File: src/rtl/io_stim_pkg.sv
// Shared enumerations and default parameter values for the IO stimulus sequencer.
package io_stim_pkg;

    localparam int unsigned SW_BITS_DEF     = 10;
    localparam int unsigned KEY_BITS_DEF    = 4;
    localparam int unsigned PERIOD_DEF      = 258;
    localparam int unsigned START_DELAY_DEF = 2;
    localparam int unsigned DEPTH_DEF       = 8;
    localparam int unsigned STEP_CNT_BITS   = 16;

    typedef enum logic [1:0] {
        MODE_TOGGLE = 2'd0,
        MODE_WALK   = 2'd1,
        MODE_TABLE  = 2'd2,
        MODE_HOLD   = 2'd3
    } mode_e;

    typedef enum logic [1:0] {
        ST_HOLDOFF = 2'd0,
        ST_RUN     = 2'd1,
        ST_PAUSE   = 2'd2,
        ST_DONE    = 2'd3
    } state_e;

endpackage

File: src/rtl/stim_period_counter.sv
// Free-running 0..PERIOD-1 counter; wrap_c marks the cycle whose edge ends a period.
module stim_period_counter #(
    parameter int unsigned PERIOD = io_stim_pkg::PERIOD_DEF
) (
    input  logic clk,
    input  logic rst,
    input  logic enable,
    input  logic clear,
    output logic wrap_c
);

    localparam int unsigned CW = $clog2(PERIOD);

    logic [CW-1:0] cnt_q;
    logic [CW-1:0] cnt_d;
    logic          at_last_c;

    always_comb begin
        at_last_c = (cnt_q == CW'(PERIOD - 1));
        cnt_d     = cnt_q;
        if (clear) begin
            cnt_d = '0;
        end else if (enable) begin
            cnt_d = at_last_c ? '0 : cnt_q + CW'(1);
        end
    end

    assign wrap_c = enable && !clear && at_last_c;

    always_ff @(posedge clk) begin
        if (rst) begin
            cnt_q <= '0;
        end else begin
            cnt_q <= cnt_d;
        end
    end

endmodule

File: src/rtl/io_stim_sequencer.sv
// Drives SW/KEY stimulus vectors that step every PERIOD cycles in toggle, walk,
// table-playback or hold mode, with hold-off after reset and pause on enable=0.
module io_stim_sequencer
    import io_stim_pkg::*;
#(
    parameter int unsigned SW_BITS     = SW_BITS_DEF,
    parameter int unsigned KEY_BITS    = KEY_BITS_DEF,
    parameter int unsigned PERIOD      = PERIOD_DEF,
    parameter int unsigned START_DELAY = START_DELAY_DEF,
    parameter int unsigned DEPTH       = DEPTH_DEF
) (
    input  logic                              CLOCK_50,
    input  logic                              RESET,
    input  logic                              enable,
    input  logic [1:0]                        mode,
    input  logic                              loop,
    input  logic                              tbl_we,
    input  logic [$clog2(DEPTH)-1:0]          tbl_addr,
    input  logic [SW_BITS+KEY_BITS-1:0]       tbl_data,
    output logic [SW_BITS-1:0]                SW,
    output logic [KEY_BITS-1:0]               KEY,
    output logic                              step_strobe,
    output logic [STEP_CNT_BITS-1:0]          step_count,
    output logic                              done
);

    localparam int unsigned AW        = $clog2(DEPTH);
    localparam int unsigned TW        = SW_BITS + KEY_BITS;
    localparam int unsigned HOLD_LAST = (START_DELAY > 0) ? START_DELAY - 1 : 0;
    localparam int unsigned HW        = (HOLD_LAST < 1) ? 1 : $clog2(HOLD_LAST + 1);

    state_e                     state_q, state_d;
    logic [HW-1:0]              hold_q, hold_d;
    logic [SW_BITS-1:0]         sw_q, sw_d;
    logic [KEY_BITS-1:0]        key_q, key_d;
    logic                       strobe_q, strobe_d;
    logic [STEP_CNT_BITS-1:0]   count_q, count_d;
    logic                       done_q, done_d;
    logic [AW-1:0]              idx_q, idx_d;
    logic [TW-1:0]              tbl_q [DEPTH];

    mode_e                      mode_c;
    logic [TW-1:0]              tbl_rd_c;
    logic                       step_c;
    logic                       cnt_en_c;
    logic                       cnt_clr_c;
    logic                       last_step_c;

    assign mode_c    = mode_e'(mode);
    assign tbl_rd_c  = tbl_q[idx_q];
    assign cnt_en_c  = enable && ((state_q == ST_RUN) || (state_q == ST_PAUSE));
    assign cnt_clr_c = (state_q == ST_HOLDOFF);

    // Counting in PAUSE too makes a pause delay the next step by exactly its length.
    stim_period_counter #(
        .PERIOD (PERIOD)
    ) u_period (
        .clk    (CLOCK_50),
        .rst    (RESET),
        .enable (cnt_en_c),
        .clear  (cnt_clr_c),
        .wrap_c (step_c)
    );

    assign last_step_c = step_c && (mode_c == MODE_TABLE) && !loop
                         && (idx_q == AW'(DEPTH - 1));

    always_ff @(posedge CLOCK_50) begin
        if (RESET) begin
            state_q <= ST_HOLDOFF;
        end else begin
            state_q <= state_d;
        end
    end

    always_comb begin
        state_d = state_q;
        hold_d  = hold_q;
        unique case (state_q)
            ST_HOLDOFF: begin
                if (hold_q == HW'(HOLD_LAST)) begin
                    state_d = enable ? ST_RUN : ST_PAUSE;
                end else begin
                    hold_d = hold_q + HW'(1);
                end
            end
            ST_RUN: begin
                if (last_step_c) begin
                    state_d = ST_DONE;
                end else if (!enable) begin
                    state_d = ST_PAUSE;
                end
            end
            ST_PAUSE: begin
                if (last_step_c) begin
                    state_d = ST_DONE;
                end else if (enable) begin
                    state_d = ST_RUN;
                end
            end
            ST_DONE: begin
                state_d = ST_DONE;
            end
            default: begin
                state_d = ST_HOLDOFF;
            end
        endcase
    end

    // Mode is only looked at on a step edge, so mid-period changes wait for the next step.
    always_comb begin
        sw_d     = sw_q;
        key_d    = key_q;
        idx_d    = idx_q;
        count_d  = count_q;
        strobe_d = step_c;
        done_d   = (state_d == ST_DONE);
        if (step_c) begin
            if (count_q != {STEP_CNT_BITS{1'b1}}) begin
                count_d = count_q + STEP_CNT_BITS'(1);
            end
            unique case (mode_c)
                MODE_TOGGLE: begin
                    sw_d  = ~sw_q;
                    key_d = ~key_q;
                end
                MODE_WALK: begin
                    sw_d  = (sw_q << 1) | (sw_q >> (SW_BITS - 1));
                    key_d = (key_q << 1) | (key_q >> (KEY_BITS - 1));
                end
                MODE_TABLE: begin
                    sw_d  = tbl_rd_c[TW-1 -: SW_BITS];
                    key_d = tbl_rd_c[KEY_BITS-1:0];
                    idx_d = idx_q + AW'(1);
                end
                MODE_HOLD: begin
                    sw_d  = sw_q;
                    key_d = key_q;
                end
                default: begin
                    sw_d  = sw_q;
                    key_d = key_q;
                end
            endcase
        end
    end

    always_ff @(posedge CLOCK_50) begin
        if (RESET) begin
            hold_q   <= '0;
            sw_q     <= '1;
            key_q    <= '1;
            strobe_q <= 1'b0;
            count_q  <= '0;
            done_q   <= 1'b0;
            idx_q    <= '0;
        end else begin
            hold_q   <= hold_d;
            sw_q     <= sw_d;
            key_q    <= key_d;
            strobe_q <= strobe_d;
            count_q  <= count_d;
            done_q   <= done_d;
            idx_q    <= idx_d;
        end
    end

    // Table survives reset; the combinational read above sees pre-write data.
    always_ff @(posedge CLOCK_50) begin
        if (tbl_we) begin
            tbl_q[tbl_addr] <= tbl_data;
        end
    end

    assign SW          = sw_q;
    assign KEY         = key_q;
    assign step_strobe = strobe_q;
    assign step_count  = count_q;
    assign done        = done_q;

endmodule

File: config.mk
export PLATFORM = sky130hd
export DESIGN_NAME = io_stim_sequencer
export DESIGN_NICKNAME = d
export VERILOG_FILES = /design/src/rtl/io_stim_pkg.sv /design/src/rtl/stim_period_counter.sv /design/src/rtl/io_stim_sequencer.sv
export SDC_FILE = /design/constraint.sdc
export NUM_CORES = 1
export LEC_CHECK = 0
export CAP_MARGIN = 20
export CORE_MARGIN = 8
export CORE_UTILIZATION = 33
export CTS_BUF_LIST = sky130_fd_sc_hd__clkbuf_16
export CTS_CLUSTER_SIZE = 12
export DETAILED_ROUTE_END_ITERATION = 8
export GPL_ROUTABILITY_DRIVEN = 0
export GPL_TIMING_DRIVEN = 0
export HOLD_SLACK_MARGIN = 0.05
export PLACE_DENSITY = 0.58
export SYNTH_ARGS = -nofsm -noshare
export SYNTH_HDL_FRONTEND = slang
export SYNTH_SLANG_ARGS = --single-unit
export TNS_END_PERCENT = 10
File: constraint.sdc
create_clock -name CLOCK_50 -period 3.5 [get_ports CLOCK_50]
set_input_delay 0.7 -clock CLOCK_50 [delete_from_list [all_inputs] [get_ports CLOCK_50]]
set_output_delay 0.7 -clock CLOCK_50 [all_outputs]
set_load 0.05 [all_outputs]
==> flow_summary.yaml <==
outcome:
  status: "finished, final reports clean"
global_route:
  grtUsageTotal: 0.129
  grt_pass1_wl_mm: 25.5
  overflow: 0
  grt_max_degree: 17
  grt_antenna_before_repair: 0
  grt_pass1_vias: 4582
floorplanning:
  dieArea_mm2: 0.0254
  core-area_mm2: 0.0202
  die_width_um: 159
  ioPinCount: 56
  die_y_um: 159
  start_util: 0.336
  rows: 52
timing:
  rsz0062_at_grt: "no"
  tightestPinTransition_ps: 1070
  hold_viol_final: 0
  maxSlewViolCount: 0
  fin_crit_sh: 0.867
  setup_ws_ps: 464
  fmax_mhz: 329
  skew_ps: 6.43
  layout_min_cycle_time_ps: 3040
  setup_viol: 0
  slew-limit-headroom: 0.281
placement:
  dpl.hpwl_mm: 11.2
  pre_cts_ws_ps: 283
  io_buffers: 55
logic_synthesis:
  synth_fa_ha_area_frac: 0.0251
  synthMuxAreaShare: 0.0909
  syn_inst: 492
  synth.most_common_cell: "edfxtp_1"
  yosysSeqAreaShare: 0.644
  synth_top_family_by_area: "compound AO/OA/AOI/OAI gates"
  synthTopCellsByCount: "edfxtp_1 (112), dfxtp_1 (50), nor2_1 (38), mux2i_1 (30), clkbuf_1 (24)"
  synth_edf_count: 112
  syn_area_mm2: 0.00677
  synthArstFlopShare: 0
  yosys_register_bits: 162
  synth-xor-area-share: 0.0246
  avgSynthCellArea_um2: 13.8
  synth_top_cell_area_share: 0.497
  yosys.area_share.simple: 0.0904
  synth-compound-area-share: 0.103
  yosys_warnings: 0
  ys.flop_type: "edfxtp_1"
  yosys-top-cells-area: "edfxtp_1 (50%), dfxtp_1 (15%), mux4_2 (4.7%)"
  yosysTopAreaCell: "edfxtp_1"
  synth.distinct_cells: 41
  synth_nets: 528
layout:
  antennaDiodeCount: 0
  syn_to_final_growth_pct: 22.9
  final_core_util: 0.413
  drive_gt1_frac: 0.101
  nNetsFinal: 607
critical_path:
  path_depth: 7
  crit_fanout: 10
  r2r_cells: 7
  crit_path_start_kind: "flop"
  crit_family: "buffers and inverters"
  crit_chain: "buf_1, nor2b_1, clkbuf_1, a22oi_1, a221oi_1, a2111oi_0, a211o_1"
  crit_arrival_ps: 3350
  critPathSlowestCell: "buf_1"
  path_buf_inv: 2
  reg2reg_slack_ps: 460
  r2r-end: "SW[8]"
  crit_end: "SW[8]"
  crit_path_end_kind: "flop"
  crit_required_ps: 3810
  critical_path_class: "flop to flop"
  cpPeakStageDelay_ps: 780
clocking:
  cts.path.max_buffers: 2
  clkTransAtPathRegs_ps: 60
  postCtsSetupBuffers: 0
  htreeDepth: 4
  clk_latency_ps: 420
  cts_hold_buf: 0
  clock_sinks: 162
  cts_tree: "done"
  tritoncts.num_buffers: 17
  cts_resized: 0
  cts-root-buf: "clkbuf_16"
drt:
  first_iter_violations: 273
  drcViolationCount: 0
  drt_first_pass_iters: 4
  wl_per_cell_um: 18.9
  vias_per_cell: 5.20
  wl_mm: 16.1
  vias: 4437
  final_antenna_net_count: 0
pwr:
  p_leak_nw: 2.55
  p_per_area_mw_per_mm2: 521
  ir_drop_v: 0.000352
run:
  drv_cap: 0
hold_path:
  hold_class: "flop to flop"
## cell usage in the layout, fill, tap and decap left out, types with 4 or more instances in the layout
master           count
nor2_2               4
nand2b_1             4
a221oi_1            10
o21ai_0              6
a211o_1             15
ha_1                12
edfxtp_1           112
nor4_1               4
mux4_2              14
inv_1               10
mux2i_1             30
a2111oi_0           18
clkdlybuf4s50_1     55
a21oi_1             13
and2_1               5
clkbuf_1            24
a211oi_1            16
xnor2_1              8
nand2_1             23
a22oi_1             10
xor2_1              11
clkbuf_16           17
nor2_1              34
dfxtp_1             50
nand4_1              8
or3_1                7
nand3_1             17
## state kept, by name, summed over array words and instances, names as in the netlist, named ones only
signal and cells:
u_period.cnt_q 9, step_strobe 1, state_q 2, idx_q 3, hold_q 1, tbl_q 112, step_count 16, SW 10
KEY 4, done 1
## worst min path at each step
stage	startpoint	endpoint	slack [ps]	cells after the start
after floorplan	idx_q[1]	flop	450	2
after global placement	idx_q[1]	idx_q[1]	480	2
after detailed placement	idx_q[2]	idx_q[2]	480	2
after CTS	idx_q[2]	flop	490	2
after global routing	idx_q[2]	flop	520	2
final	idx_q[2]	flop	490	2
## cells by family after synthesis
kind of cell | count (synthesis)
AO/OA/AOI/OAI | 92
XOR/XNOR | 19
adder cells (fa/ha/maj) | 14
buffers and inverters | 38
flip-flops | 162
multiplexers | 44
AND/OR/NAND/NOR | 123
## power by group
group	switching (mW)	leakage (nW)	internal, mW
logic	0.221	0.853	0.151
clock network	0.771	0.276	1.06
registers	0.0309	1.42	2.11
## layout make-up
type                    instances  area, µm²
flip-flops and latches        162       4360
repair buffers                 60        614
clock buffers                  17        425
well taps                     270        338
clock inverters                14        155
multi-input cells             292       2280
inverters                      10       37.5
plain buffers                  28        106
fillers                      1872      11800
## routing by layer
metal	track usage	routed length, µm	up-vias
li1	-	-	2079
met1	0.161	7000	2178
met2	0.210	7690	153
met3	0.0341	995	27
met4	0.0515	391	0
met5	0	0	-
## metrics by stage
stage               total power [mW]  TNS (ps)  area (µm²)  cells  hold WS (ps)
finish                          4.34         0        8320    853           489
global route                    4.49         0        8320    853           524
CTS                             4.37         0        8320    853           494
detailed placement              2.55         0        7740    822           478
global placement                2.53      -567        7660    817           476
floorplan                       2.42         0        6770    492           450
## worst register-to-register path, cell delays in order (launching register included)
cell       delay [ps]
dfxtp_1           390
buf_1             780
nor2b_1           220
clkbuf_1          510
a22oi_1           290
a221oi_1          340
a2111oi_0         110
a211o_1           290
No activity file was read; power rests on OpenSTA's default activity.
